$ cat src/rtl/axi_lite_regbank_if.sv
// AXI4-Lite bus bundle between an interconnect master and the register bank.
`timescale 1ns/1ps
// Handshake rule on every channel: a transfer happens on the rising edge where
// valid and ready are both 1. Once valid is raised, the source holds valid and its
// payload unchanged until that edge. Ready may rise or fall freely while valid is low.
interface axi_lite_regbank_if #(
  parameter int DATA_W = 32,
  parameter int ADDR_W = 8
);
  logic [ADDR_W-1:0]   s_axi_awaddr;
  logic [2:0]          s_axi_awprot;
  logic                s_axi_awvalid;
  logic                s_axi_awready;
  logic [DATA_W-1:0]   s_axi_wdata;
  logic [DATA_W/8-1:0] s_axi_wstrb;
  logic                s_axi_wvalid;
  logic                s_axi_wready;
  logic [1:0]          s_axi_bresp;
  logic                s_axi_bvalid;
  logic                s_axi_bready;
  logic [ADDR_W-1:0]   s_axi_araddr;
  logic [2:0]          s_axi_arprot;
  logic                s_axi_arvalid;
  logic                s_axi_arready;
  logic [DATA_W-1:0]   s_axi_rdata;
  logic [1:0]          s_axi_rresp;
  logic                s_axi_rvalid;
  logic                s_axi_rready;

  modport master (
    output s_axi_awaddr, s_axi_awprot, s_axi_awvalid, input s_axi_awready,
    output s_axi_wdata, s_axi_wstrb, s_axi_wvalid, input s_axi_wready,
    input  s_axi_bresp, s_axi_bvalid, output s_axi_bready,
    output s_axi_araddr, s_axi_arprot, s_axi_arvalid, input s_axi_arready,
    input  s_axi_rdata, s_axi_rresp, s_axi_rvalid, output s_axi_rready
  );

  modport slave (
    input  s_axi_awaddr, s_axi_awprot, s_axi_awvalid, output s_axi_awready,
    input  s_axi_wdata, s_axi_wstrb, s_axi_wvalid, output s_axi_wready,
    output s_axi_bresp, s_axi_bvalid, input s_axi_bready,
    input  s_axi_araddr, s_axi_arprot, s_axi_arvalid, output s_axi_arready,
    output s_axi_rdata, s_axi_rresp, s_axi_rvalid, input s_axi_rready
  );
endinterface

$ cat src/rtl/axi_lite_regbank.sv
// AXI4-Lite slave register bank: RW/RO registers, self-clearing bits,
// per-register access strobes, SLVERR for addresses past the last register.
`timescale 1ns/1ps
module axi_lite_regbank #(
  parameter int                       DATA_W    = 32,
  parameter int                       ADDR_W    = 8,
  parameter int                       N_REGS    = 8,
  parameter logic [N_REGS-1:0]        RO_MASK   = '0,
  parameter logic [N_REGS-1:0]        SC_MASK   = '0,
  parameter logic [N_REGS*DATA_W-1:0] RESET_VAL = '0
) (
  input  logic                       s_axi_aclk,
  input  logic                       s_axi_aresetn,
  axi_lite_regbank_if.slave          s_axi,
  output logic [N_REGS*DATA_W-1:0]   reg_out,
  input  logic [N_REGS*DATA_W-1:0]   reg_in,
  output logic [N_REGS-1:0]          reg_wr_stb,
  output logic [N_REGS-1:0]          reg_rd_stb
);
  localparam int STRB_W   = DATA_W / 8;
  localparam int ADDR_LSB = $clog2(STRB_W);
  localparam int IDX_W    = ADDR_W - ADDR_LSB;
  localparam logic [1:0] RESP_OKAY   = 2'b00;
  localparam logic [1:0] RESP_SLVERR = 2'b10;

  logic [1:0]        r_rst_sync;
  logic              w_rst_n;
  logic              r_aw_full;
  logic [IDX_W-1:0]  r_aw_idx;
  logic              r_w_full;
  logic [DATA_W-1:0] r_w_data;
  logic [STRB_W-1:0] r_w_strb;
  logic [DATA_W-1:0] r_regs [N_REGS];
  logic [N_REGS-1:0] r_sc_pend;
  logic              r_bvalid;
  logic [1:0]        r_bresp;
  logic [N_REGS-1:0] r_wr_stb;
  logic              r_rvalid;
  logic [DATA_W-1:0] r_rdata;
  logic [1:0]        r_rresp;
  logic [N_REGS-1:0] r_rd_stb;

  logic              w_aw_hs;
  logic              w_w_hs;
  logic              w_ar_hs;
  logic              w_commit;
  logic [IDX_W-1:0]  w_ar_idx;
  logic [N_REGS-1:0] w_wr_hit;
  logic [N_REGS-1:0] w_wr_sel;
  logic [N_REGS-1:0] w_rd_sel;
  logic [DATA_W-1:0] w_rd_val;
  logic              w_unused;

  // Reset asserts immediately but releases only after two clean clock edges.
  always_ff @(posedge s_axi_aclk or negedge s_axi_aresetn) begin
    if (!s_axi_aresetn) r_rst_sync <= 2'b00;
    else                r_rst_sync <= {r_rst_sync[0], 1'b1};
  end
  assign w_rst_n = r_rst_sync[1];

  // Ready/valid outputs come only from flops, so no input reaches them combinationally.
  assign s_axi.s_axi_awready = w_rst_n && !r_aw_full && !r_bvalid;
  assign s_axi.s_axi_wready  = w_rst_n && !r_w_full && !r_bvalid;
  assign s_axi.s_axi_arready = w_rst_n && !r_rvalid;
  assign s_axi.s_axi_bvalid  = r_bvalid;
  assign s_axi.s_axi_bresp   = r_bresp;
  assign s_axi.s_axi_rvalid  = r_rvalid;
  assign s_axi.s_axi_rdata   = r_rdata;
  assign s_axi.s_axi_rresp   = r_rresp;
  assign reg_wr_stb          = r_wr_stb;
  assign reg_rd_stb          = r_rd_stb;

  assign w_aw_hs  = s_axi.s_axi_awvalid && s_axi.s_axi_awready;
  assign w_w_hs   = s_axi.s_axi_wvalid && s_axi.s_axi_wready;
  assign w_ar_hs  = s_axi.s_axi_arvalid && s_axi.s_axi_arready;
  assign w_commit = r_aw_full && r_w_full && !r_bvalid;
  assign w_ar_idx = s_axi.s_axi_araddr[ADDR_W-1:ADDR_LSB];

  // Protection bits and byte-offset address bits carry no meaning here.
  assign w_unused = &{1'b0, s_axi.s_axi_awprot, s_axi.s_axi_arprot,
                      s_axi.s_axi_awaddr[ADDR_LSB-1:0], s_axi.s_axi_araddr[ADDR_LSB-1:0]};

  // Address decode for both channels; an index matching no register is out of range.
  always_comb begin
    w_wr_hit = '0;
    w_rd_sel = '0;
    w_rd_val = '0;
    for (int i = 0; i < N_REGS; i++) begin
      if (r_aw_idx == IDX_W'(i)) w_wr_hit[i] = 1'b1;
      if (w_ar_idx == IDX_W'(i)) begin
        w_rd_sel[i] = 1'b1;
        w_rd_val    = RO_MASK[i] ? reg_in[i*DATA_W +: DATA_W] : r_regs[i];
      end
    end
    w_wr_sel = w_wr_hit & ~RO_MASK;
  end

  // RO slices never expose the internal (unused) storage.
  always_comb begin
    reg_out = '0;
    for (int i = 0; i < N_REGS; i++) begin
      if (!RO_MASK[i]) reg_out[i*DATA_W +: DATA_W] = r_regs[i];
    end
  end

  // One-entry AW and W holding buffers; either can fill first, both drain at commit.
  always_ff @(posedge s_axi_aclk or negedge w_rst_n) begin
    if (!w_rst_n) begin
      r_aw_full <= 1'b0;
      r_aw_idx  <= '0;
      r_w_full  <= 1'b0;
      r_w_data  <= '0;
      r_w_strb  <= '0;
    end else begin
      if (w_aw_hs) begin
        r_aw_full <= 1'b1;
        r_aw_idx  <= s_axi.s_axi_awaddr[ADDR_W-1:ADDR_LSB];
      end else if (w_commit) begin
        r_aw_full <= 1'b0;
      end
      if (w_w_hs) begin
        r_w_full <= 1'b1;
        r_w_data <= s_axi.s_axi_wdata;
        r_w_strb <= s_axi.s_axi_wstrb;
      end else if (w_commit) begin
        r_w_full <= 1'b0;
      end
    end
  end

  // Register storage: byte-strobed commit, self-clear one cycle later unless rewritten.
  always_ff @(posedge s_axi_aclk or negedge w_rst_n) begin
    if (!w_rst_n) begin
      for (int i = 0; i < N_REGS; i++) r_regs[i] <= RESET_VAL[i*DATA_W +: DATA_W];
      r_sc_pend <= '0;
    end else begin
      for (int i = 0; i < N_REGS; i++) begin
        if (w_commit && w_wr_sel[i]) begin
          for (int b = 0; b < STRB_W; b++) begin
            if (r_w_strb[b]) r_regs[i][b*8 +: 8] <= r_w_data[b*8 +: 8];
          end
        end else if (r_sc_pend[i]) begin
          r_regs[i] <= RESET_VAL[i*DATA_W +: DATA_W];
        end
      end
      r_sc_pend <= (w_commit ? w_wr_sel : '0) & SC_MASK;
    end
  end

  // Write response and write strobe; a response is held until bready.
  always_ff @(posedge s_axi_aclk or negedge w_rst_n) begin
    if (!w_rst_n) begin
      r_bvalid <= 1'b0;
      r_bresp  <= RESP_OKAY;
      r_wr_stb <= '0;
    end else begin
      r_wr_stb <= w_commit ? w_wr_sel : '0;
      if (w_commit) begin
        r_bvalid <= 1'b1;
        r_bresp  <= (|w_wr_hit) ? RESP_OKAY : RESP_SLVERR;
      end else if (r_bvalid && s_axi.s_axi_bready) begin
        r_bvalid <= 1'b0;
      end
    end
  end

  // Read response captured at the AR handshake; data stays frozen until rready.
  always_ff @(posedge s_axi_aclk or negedge w_rst_n) begin
    if (!w_rst_n) begin
      r_rvalid <= 1'b0;
      r_rdata  <= '0;
      r_rresp  <= RESP_OKAY;
      r_rd_stb <= '0;
    end else begin
      r_rd_stb <= w_ar_hs ? w_rd_sel : '0;
      if (w_ar_hs) begin
        r_rvalid <= 1'b1;
        r_rdata  <= w_rd_val;
        r_rresp  <= (|w_rd_sel) ? RESP_OKAY : RESP_SLVERR;
      end else if (r_rvalid && s_axi.s_axi_rready) begin
        r_rvalid <= 1'b0;
      end
    end
  end
endmodule

$ cat src/flat_wrapper.sv
// flat-port wrapper written by rule: the top's interface ports become plain ports
module axi_lite_regbank_flat 
#(
  parameter int                       DATA_W    = 32,
  parameter int                       ADDR_W    = 8,
  parameter int                       N_REGS    = 8,
  parameter logic [N_REGS-1:0]        RO_MASK   = '0,
  parameter logic [N_REGS-1:0]        SC_MASK   = '0,
  parameter logic [N_REGS*DATA_W-1:0] RESET_VAL = '0
)
  (s_axi_aclk, s_axi_aresetn, reg_out, reg_in, reg_wr_stb, reg_rd_stb, s_axi_s_axi_awaddr, s_axi_s_axi_awprot, s_axi_s_axi_awvalid, s_axi_s_axi_awready, s_axi_s_axi_wdata, s_axi_s_axi_wstrb, s_axi_s_axi_wvalid, s_axi_s_axi_wready, s_axi_s_axi_bresp, s_axi_s_axi_bvalid, s_axi_s_axi_bready, s_axi_s_axi_araddr, s_axi_s_axi_arprot, s_axi_s_axi_arvalid, s_axi_s_axi_arready, s_axi_s_axi_rdata, s_axi_s_axi_rresp, s_axi_s_axi_rvalid, s_axi_s_axi_rready);
  axi_lite_regbank_if #(.DATA_W(DATA_W), .ADDR_W(ADDR_W)) s_axi_i ();
  input  logic s_axi_aclk;
  input  logic s_axi_aresetn;
  output logic [N_REGS*DATA_W-1:0] reg_out;
  input  logic [N_REGS*DATA_W-1:0] reg_in;
  output logic [N_REGS-1:0] reg_wr_stb;
  output logic [N_REGS-1:0] reg_rd_stb;
  input wire logic [$bits(s_axi_i.s_axi_awaddr)-1:0] s_axi_s_axi_awaddr;
  input wire logic [$bits(s_axi_i.s_axi_awprot)-1:0] s_axi_s_axi_awprot;
  input wire logic [$bits(s_axi_i.s_axi_awvalid)-1:0] s_axi_s_axi_awvalid;
  output wire logic [$bits(s_axi_i.s_axi_awready)-1:0] s_axi_s_axi_awready;
  input wire logic [$bits(s_axi_i.s_axi_wdata)-1:0] s_axi_s_axi_wdata;
  input wire logic [$bits(s_axi_i.s_axi_wstrb)-1:0] s_axi_s_axi_wstrb;
  input wire logic [$bits(s_axi_i.s_axi_wvalid)-1:0] s_axi_s_axi_wvalid;
  output wire logic [$bits(s_axi_i.s_axi_wready)-1:0] s_axi_s_axi_wready;
  output wire logic [$bits(s_axi_i.s_axi_bresp)-1:0] s_axi_s_axi_bresp;
  output wire logic [$bits(s_axi_i.s_axi_bvalid)-1:0] s_axi_s_axi_bvalid;
  input wire logic [$bits(s_axi_i.s_axi_bready)-1:0] s_axi_s_axi_bready;
  input wire logic [$bits(s_axi_i.s_axi_araddr)-1:0] s_axi_s_axi_araddr;
  input wire logic [$bits(s_axi_i.s_axi_arprot)-1:0] s_axi_s_axi_arprot;
  input wire logic [$bits(s_axi_i.s_axi_arvalid)-1:0] s_axi_s_axi_arvalid;
  output wire logic [$bits(s_axi_i.s_axi_arready)-1:0] s_axi_s_axi_arready;
  output wire logic [$bits(s_axi_i.s_axi_rdata)-1:0] s_axi_s_axi_rdata;
  output wire logic [$bits(s_axi_i.s_axi_rresp)-1:0] s_axi_s_axi_rresp;
  output wire logic [$bits(s_axi_i.s_axi_rvalid)-1:0] s_axi_s_axi_rvalid;
  input wire logic [$bits(s_axi_i.s_axi_rready)-1:0] s_axi_s_axi_rready;
  assign s_axi_i.s_axi_awaddr = s_axi_s_axi_awaddr;
  assign s_axi_i.s_axi_awprot = s_axi_s_axi_awprot;
  assign s_axi_i.s_axi_awvalid = s_axi_s_axi_awvalid;
  assign s_axi_s_axi_awready = s_axi_i.s_axi_awready;
  assign s_axi_i.s_axi_wdata = s_axi_s_axi_wdata;
  assign s_axi_i.s_axi_wstrb = s_axi_s_axi_wstrb;
  assign s_axi_i.s_axi_wvalid = s_axi_s_axi_wvalid;
  assign s_axi_s_axi_wready = s_axi_i.s_axi_wready;
  assign s_axi_s_axi_bresp = s_axi_i.s_axi_bresp;
  assign s_axi_s_axi_bvalid = s_axi_i.s_axi_bvalid;
  assign s_axi_i.s_axi_bready = s_axi_s_axi_bready;
  assign s_axi_i.s_axi_araddr = s_axi_s_axi_araddr;
  assign s_axi_i.s_axi_arprot = s_axi_s_axi_arprot;
  assign s_axi_i.s_axi_arvalid = s_axi_s_axi_arvalid;
  assign s_axi_s_axi_arready = s_axi_i.s_axi_arready;
  assign s_axi_s_axi_rdata = s_axi_i.s_axi_rdata;
  assign s_axi_s_axi_rresp = s_axi_i.s_axi_rresp;
  assign s_axi_s_axi_rvalid = s_axi_i.s_axi_rvalid;
  assign s_axi_i.s_axi_rready = s_axi_s_axi_rready;
  axi_lite_regbank #(.DATA_W(DATA_W), .ADDR_W(ADDR_W), .N_REGS(N_REGS), .RO_MASK(RO_MASK), .SC_MASK(SC_MASK), .RESET_VAL(RESET_VAL)) u_core (.s_axi_aclk(s_axi_aclk), .s_axi_aresetn(s_axi_aresetn), .s_axi(s_axi_i), .reg_out(reg_out), .reg_in(reg_in), .reg_wr_stb(reg_wr_stb), .reg_rd_stb(reg_rd_stb));
endmodule
$ cat config.mk
export PLATFORM = sky130hd
export DESIGN_NAME = axi_lite_regbank_flat
export DESIGN_NICKNAME = d
export VERILOG_FILES = /design/src/rtl/axi_lite_regbank_if.sv /design/src/rtl/axi_lite_regbank.sv /design/src/flat_wrapper.sv
export SDC_FILE = /design/constraint.sdc
export NUM_CORES = 1
export LEC_CHECK = 0
export CAP_MARGIN = 20
export CELL_PAD_IN_SITES_DETAIL_PLACEMENT = 0
export CELL_PAD_IN_SITES_GLOBAL_PLACEMENT = 2
export CORE_AREA = 8 8 242 244
export DETAILED_ROUTE_END_ITERATION = 10
export DIE_AREA = 0 0 250 252
export PLACE_DENSITY = 0.9
export SKIP_CTS_REPAIR_TIMING = 1
export SLEW_MARGIN = 20
export SYNTH_ARGS = -nofsm -noshare
export SYNTH_HDL_FRONTEND = slang
export SYNTH_SLANG_ARGS = --single-unit
$ cat constraint.sdc
create_clock -name s_axi_aclk -period 26.7 [get_ports s_axi_aclk]
set_clock_uncertainty 0.1 [all_clocks]
set_input_delay 2.67 -clock s_axi_aclk [delete_from_list [all_inputs] [get_ports s_axi_aclk]]
set_output_delay 2.67 -clock s_axi_aclk [all_outputs]
set_load 0.03 [all_outputs]
==> results of run 1 <==
==> worst max-delay path, delay by kind of cell, from the launching register on <==
family / cells / cell delay, ns
AND/OR/NAND/NOR: 2 / 0.41
flip-flops: 1 / 0.87
buffers and inverters: 1 / 0.70
==> worst min-delay path by stage <==
stage,slack (ns),to,from
finish,0.26,u_core.r_rst_sync[1],u_core.r_rst_sync[0]
global route,0.26,u_core.r_rst_sync[1],u_core.r_rst_sync[0]
global placement,0.24,u_core.r_rst_sync[1],u_core.r_rst_sync[0]
CTS,0.26,u_core.r_rst_sync[1],u_core.r_rst_sync[0]
detailed placement,0.25,u_core.r_rst_sync[1],u_core.r_rst_sync[0]
floorplan,0.23,u_core.r_rst_sync[1],u_core.r_rst_sync[0]
==> cells in the final DEF (no fill, tap or decap), types with 16 or more instances in the layout <==
cell	synthesis	layout
clkdlybuf4s50_1	0	363
dfrtp_1	354	353
mux2_2	279	279
o21ai_0	62	62
clkbuf_16	0	43
nand2b_1	33	33
nand2_2	32	32
a2bb2oi_1	31	31
mux4_2	31	31
a22oi_1	30	30
and2_1	26	24
a31oi_1	25	24
mux2_1	19	19
nand2_1	16	16
buf_4	5	16
==> registers in the layout, summed over array words and instances, names as in the netlist, 2 cells and up <==
| name | cells |
|---|---|
| u_core.r_rst_sync | 2 |
| u_core.r_aw_idx | 6 |
| u_core.reg_out | 256 |
| u_core.reg_wr_stb | 8 |
| u_core.reg_rd_stb | 8 |
| u_core.r_w_strb | 4 |
| u_core.s_axi.s_axi_rdata | 32 |
| u_core.r_w_data | 32 |
==> cells in the mapped netlist, drive strengths merged <==
library cell / count / share of area (%)
nor4: 9 / 1.2
a2bb2oi: 31 / 1.8
nor3: 2 / 0.065
o2111ai: 1 / 0.057
mux4: 31 / 4.6
and2: 26 / 1.1
nand3b: 4 / 0.22
conb: 2 / 0.049
clkbuf: 38 / 0.96
o21ai: 62 / 2.0
a211oi: 1 / 0.049
o31ai: 1 / 0.049
nor3b: 4 / 0.23
dfrtp: 354 / 58
nand2: 48 / 1.7
nand3: 9 / 0.29
a21o: 2 / 0.098
buf: 20 / 0.73
inv: 4 / 0.098
nor4b: 1 / 0.057
or3b: 2 / 0.11
a31oi: 25 / 1.0
mux2: 298 / 22
a21oi: 2 / 0.065
o221a: 1 / 0.074
a22oi: 30 / 1.5
and3: 1 / 0.041
or2: 2 / 0.082
or3: 1 / 0.049
o211ai: 7 / 0.34
nand2b: 33 / 1.3
nor4bb: 1 / 0.065
nor2b: 2 / 0.082
nor2: 9 / 0.22
==> layer usage <==
metal | vias to the layer above | part of all wire (%) | global-route usage (%) | routed length, um
met5 | - | 0.11 | 0 | 64
met4 | 10 | 3.0 | 6.02 | 1690
met3 | 110 | 13 | 8.52 | 7230
met2 | 536 | 43 | 26.2 | 24400
met1 | 5693 | 41 | 22.0 | 23300
li1 | 4671 | - | - | -
==> power groups by stage <==
| stage | combinational, W | sequential, W | clock (W) |
|---|---|---|---|
| 2_1_floorplan | 0.000191 | 0.000909 | 0 |
| 3_3_place_gp | 0.000559 | 0.000802 | 0 |
| 3_5_place_dp | 0.000565 | 0.000810 | 0 |
| 4_1_cts | 0.000568 | 0.000802 | 0.000560 |
| 5_1_grt | 0.000591 | 0.000822 | 0.000582 |
| 6_report | 0.000562 | 0.000803 | 0.000546 |
==> stage by stage <==
stage	power [W]	hold slack (ns)	instances	setup WS [ns]
6_report	0.00191	0.257	2165	21.39
3_5_place_dp	0.00137	0.247	2090	20.96
2_1_floorplan	0.00110	0.231	1065	14.34
5_1_grt	0.00200	0.262	2164	21.17
3_3_place_gp	0.00136	0.238	2090	20.95
4_1_cts	0.00193	0.260	2164	21.26
==> logic make-up after synthesis <==
logic type             Yosys count
AOI/OAI and AO/OA              163
buffers and inverters           62
DFF                            354
muxes                          329
other                            2
and+or+nand+nor                154
==> cell type report <==
cell class                 instances  area [um2]
clock inverter                    14        86.3
fill                            5142       33600
inverter                           4        15.0
clock buffer                      60        1240
tap                              704         881
multi-input combinational        649        6210
antenna                            1        2.50
timing repair buffer             379        3750
sequential                       354        8860
==> summary.txt, run 1 <==
Outcome
  – Status: complete, no violations

Floorplanning
  – # rows: 86
  – Die W: 250 um
  – Die height: roughly 250 um
  – Initial Utilization: 28.0%
  – Core box area: 54700 um2
  – Die area: between 60000 and 70000 um2
  – IO Count: approximately 630

Synth
  – Synth Register Bits: 354
  – Synth Area in XOR/XNOR: 0%
  – Yosys cell types: 44
  – Post-Synthesis Cells: ~1100
  – YS warnings: 0
  – Mapped Area: ~15000 um2
  – Largest family of logic cells by synthesized area: multiplexers
  – Syn Area/Cell: roughly 14 um2
  – Adder-Cell Fraction of Synth Area: 0%
  – Mux share of post-synthesis cell area: a little over a quarter
  – Sequential-to-total area share from yosys stat: 57.9%
  – Post-Synth Simple-Gate Area: 6.78%
  – Compound-Gate Fraction of Synth Area: ~7.0%

Power and ir drop
  – Leakage power figure: approximately 9.3 nW
  – Int Pwr: ~0.0012 W
  – Flop pwr share: about two fifths
  – Worst vdd ir: around 61 uV
  – Combinational share of power: between 20 and 30%
  – Pwr/cell area: 90.8 nW/um2
  – Switching Fraction: a little over a third
  – Clk pwr share: between 20% and 30%
  – Psw: a little under 0.0007 W

Detailed routing
  – Pre-antenna DRT Iters: 5
  – Via density: about 5.1
  – Antenna violation net count after detailed routing: 0
  – # DRC: 0
  – Vias: between 10000 and 15000
  – DRT Wirelength: 56700 um
  – Routed WL per cell: between 20 and 30 um
  – Starting DRT DRC Count: about 550

Final layout
  – Util after Layout: around two fifths
  – Nets@finish: 1750
  – Finished Cell Area: approximately 21000 um2
  – Area Overhead vs Synth: 37.5%
  – Layout cells sized above 1: roughly 31%

Worst setup path
  – Setup crit start kind: flip-flop
  – Worst setup path end: s_axi_s_axi_wready
  – R2R Setup Slk: around 23 ns
  – Critical Path RT: approximately 24 ns
  – CP max stage delay: 0.87 ns
  – Worst r2r src: u_core.r_rst_sync[1]
  – Setup CP Type: reg -> out
  – Reg2reg path depth: 3
  – Arr. time, crit path: about 2.5 ns
  – Worst setup startpoint: u_core.r_rst_sync[1]
  – Crit Reg-Reg Endpoint: u_core.reg_out[147]
  – Setup crit end kind: primary output
  – Slowest CP cell: dfrtp_4
  – CP Cell Sequence: nand2b_1 -> nor2_1 -> clkdlybuf4s50_1
  – Critical path peak fanout: 52

STA
  – Setup tns final: 0 ns
  – Max Freq: 188 MHz
  – RSZ-0062 raised after global routing: no
  – Worst Tran Pin Value: 0.992 ns
  – Max_slew headroom: approximately a third
  – Fin crit share: about a fifth
  – Fin. max-slew vios: 0
  – Final hold violations: 0
  – Final Critical Period: around 5.3 ns
  – Setup-failing EPs final: 0

Clocking
  – CTS Root Cell: clkbuf_16
  – Clk sink count: 354
  – CTS tree: done
  – Reg clk slew, reported paths: 0.06 ns
  – Clk buf depth: 3
  – Clk Latency, worst-skew pair: about 0.55 ns
  – H-tree levels: 2
  – Num CTS Buffers: between 40 and 50

Global routing
  – Largest net degree at the start of global routing: 73
  – Overall Global Routing Usage: between 15 and 20%
  – Grt ovf: 0
  – Initial antenna violation count: 7
  – First-pass GRT wire length: a little over 80000 um
  – Vias in the first global route: ~12000

Flow run
  – Max Cap Viol: 0

Placement
  – GP Congestion: 0.835
  – Placement Cell Area: roughly 20000 um2
  – # port buffers: 365
  – Hpwl dp: a little under 40000 um

Hold path
  – HP Class: reg -> reg
  – Hold depth: 0
Note: power is estimated with default switching activity, not from simulation.
==> run 2: changes to the inputs <==
CORE_AREA = not set   (was 8 8 242 244)
CORE_ASPECT_RATIO = 1.25   (was not set)
CORE_MARGIN = 8   (was not set)
CORE_UTILIZATION = 28   (was not set)
DIE_AREA = not set   (was 0 0 250 252)
clock period = 5.5 ns   (was 26.7 ns; I/O delays follow)
==> run 2 against run 1 <==
Compared with the run above: utilization up 0.31 points; first-iteration DRC count up 26%; sequential share of layout area down 0.23 points; cell area up 0.56%; sequential power rose to 4.8 times the previous value; highest routed layer unchanged.
==> summary.txt, run 2 (same netlist as run 1, synthesis figures left out) <==
Clocking
  – CTS tree: done
  – Clk sink count: 354
  – Clk buf depth: 3
  – H-tree levels: 2
  – Clk Latency, worst-skew pair: 0.55 ns
  – Reg clk slew, reported paths: roughly 0.060 ns
  – CTS Root Cell: clkbuf_16
  – Num CTS Buffers: 40

Power and ir drop
  – Combinational share of power: 29.1%
  – Clk pwr share: 29.6%
  – Flop pwr share: 41.3%
  – Leakage power figure: 9.35 nW
  – Psw: ~0.0033 W
  – Int Pwr: around 0.006 W
  – Pwr/cell area: around 440 nW/um2
  – Switching Fraction: around a third
  – Worst vdd ir: about 310 uV

Global routing
  – Overall Global Routing Usage: around 17%
  – Vias in the first global route: ~11000
  – Initial antenna violation count: 6
  – Largest net degree at the start of global routing: about 180
  – First-pass GRT wire length: about 80000 um
  – Grt ovf: 0

Detailed routing
  – Vias: about 11000
  – Antenna violation net count after detailed routing: 0
  – Via density: between 4 and 5
  – Routed WL per cell: between 20 and 25 um
  – # DRC: 0
  – Pre-antenna DRT Iters: 4
  – Starting DRT DRC Count: between 600 and 700
  – DRT Wirelength: approximately 55000 um

Final layout
  – Commonest non-fill, non-tap cell in the layout: clkdlybuf4s50_1
  – Max reg flops: 256
  – Nets@finish: around 1700
  – Most frequent cells in the layout: clkdlybuf4s50_1, dfrtp_1, mux2_2
  – Layout cells sized above 1: 30.5%
  – Area Overhead vs Synth: 38.3%
  – Layout Cells excl Fill: approximately 2200

Worst setup path
  – Setup crit end kind: primary output
  – Worst setup startpoint: u_core.r_rst_sync[1]
  – Setup crit start kind: flip-flop
  – Setup CP Type: reg -> out
  – Arr. time, crit path: 2.42 ns
  – Critical Path RT: between 4 and 5 ns
  – Critical path peak fanout: 42
  – Worst r2r src: u_core.s_axi.s_axi_bvalid

STA
  – Setup tns final: 0 ns
  – Final hold violations: 0
  – Max_slew headroom: 29.1%
  – Max Freq: 325 MHz
  – Fin. max-slew vios: 0
  – Worst Tran Pin Value: between 1 and 1.5 ns
  – Final Critical Period: about 3.1 ns
  – Fin crit share: a little under three fifths
  – Setup-failing EPs final: 0
  – RSZ-0062 raised after global routing: no

Placement
  – Cells after DPL: approximately 2100
  – # port buffers: around 370
  – Hpwl dp: 37800 um
  – GP Congestion: ~0.80

Floorplanning
  – Die W: 225 um
  – IO Count: approximately 630
  – Initial Utilization: between 20% and 30%
  – Die area: 62500 um2
  – # rows: 96
  – Core box area: 54500 um2
  – Die height: approximately 280 um

Flow run
  – Max Cap Viol: 0

Outcome
  – Status: complete, no violations

Hold path
  – HP Class: in -> async
-- run 2: changes by cell type in the layout (fill, tap and decap cells not counted), moves of 2 or more --
cell,delta
buf_12,+2
clkinv_2,-3
clkbuf_16,-2
bufinv_16,+4
buf_4,-5
-- run 2: worst max-delay path: stages, from the launching register on --
cell             delay [ns]
dfrtp_4                0.81
nand2b_1               0.20
nor2_1                 0.17
clkdlybuf4s50_1        0.70
-- run 2: final timing paths --
path | cells past startpoint | endpoint | slack, ns
worst max-delay path | 3 | s_axi_s_axi_wready | 2.43
min in group s_axi_aclk | 0 | u_core.r_rst_sync[1] | 0.26
worst min register to register | 0 | u_core.r_aw_full | 0.23
max in group asynchronous | 3 | u_core.reg_out[34] | 2.93
worst min-delay path | 1 | u_core.r_rst_sync[1] | 0.07
worst max register to register | 4 | u_core.reg_out[51] | 2.52
-- run 2: cell type report --
| type | instances | area, um2 |
|---|---|---|
| Antenna cell | 2 | 5.00 |
| Clock buffer | 57 | 1180 |
| Clock inverter | 15 | 193 |
| Fill cell | 5188 | 33400 |
| Inverter | 4 | 15.0 |
| Multi-Input combinational cell | 649 | 6210 |
| Sequential cell | 354 | 8860 |
| Tap cell | 735 | 920 |
| Timing Repair Buffer | 378 | 3790 |
-- run 2: power groups by stage --
stage,clock network (W),logic (W),registers [W]
after global placement,0,0.00271,0.00387
after floorplan,0,0.000929,0.00441
after global routing,0.00293,0.00287,0.00398
after detailed placement,0,0.00275,0.00392
final,0.00278,0.00273,0.00388
after CTS,0.00284,0.00276,0.00388
-- run 2: per-stage QoR --
| stage | cell area (um2) | worst slack, ns | utilization [%] | hold slack [ns] | power, W |
|---|---|---|---|---|---|
| floorplan | 15300 | 0.575 | - | 0.154 | 0.00534 |
| global placement | 19800 | 2.10 | 36.3 | 0.236 | 0.00658 |
| detailed placement | 19800 | 2.08 | 36.3 | 0.240 | 0.00666 |
| CTS | 21100 | 2.31 | 38.8 | 0.0371 | 0.00947 |
| global route | 21200 | 2.22 | 38.8 | 0.0417 | 0.00978 |
| finish | 21200 | 2.43 | 38.8 | 0.0685 | 0.00939 |
-- run 2: per-layer routing --
layer	GRT usage (%)	wire length (um)	vias up
li1	-	-	4660
met5	0	41	-
met3	6.93	5790	79
met4	5.29	1500	6
met1	21.4	22900	5534
met2	26.4	24600	448
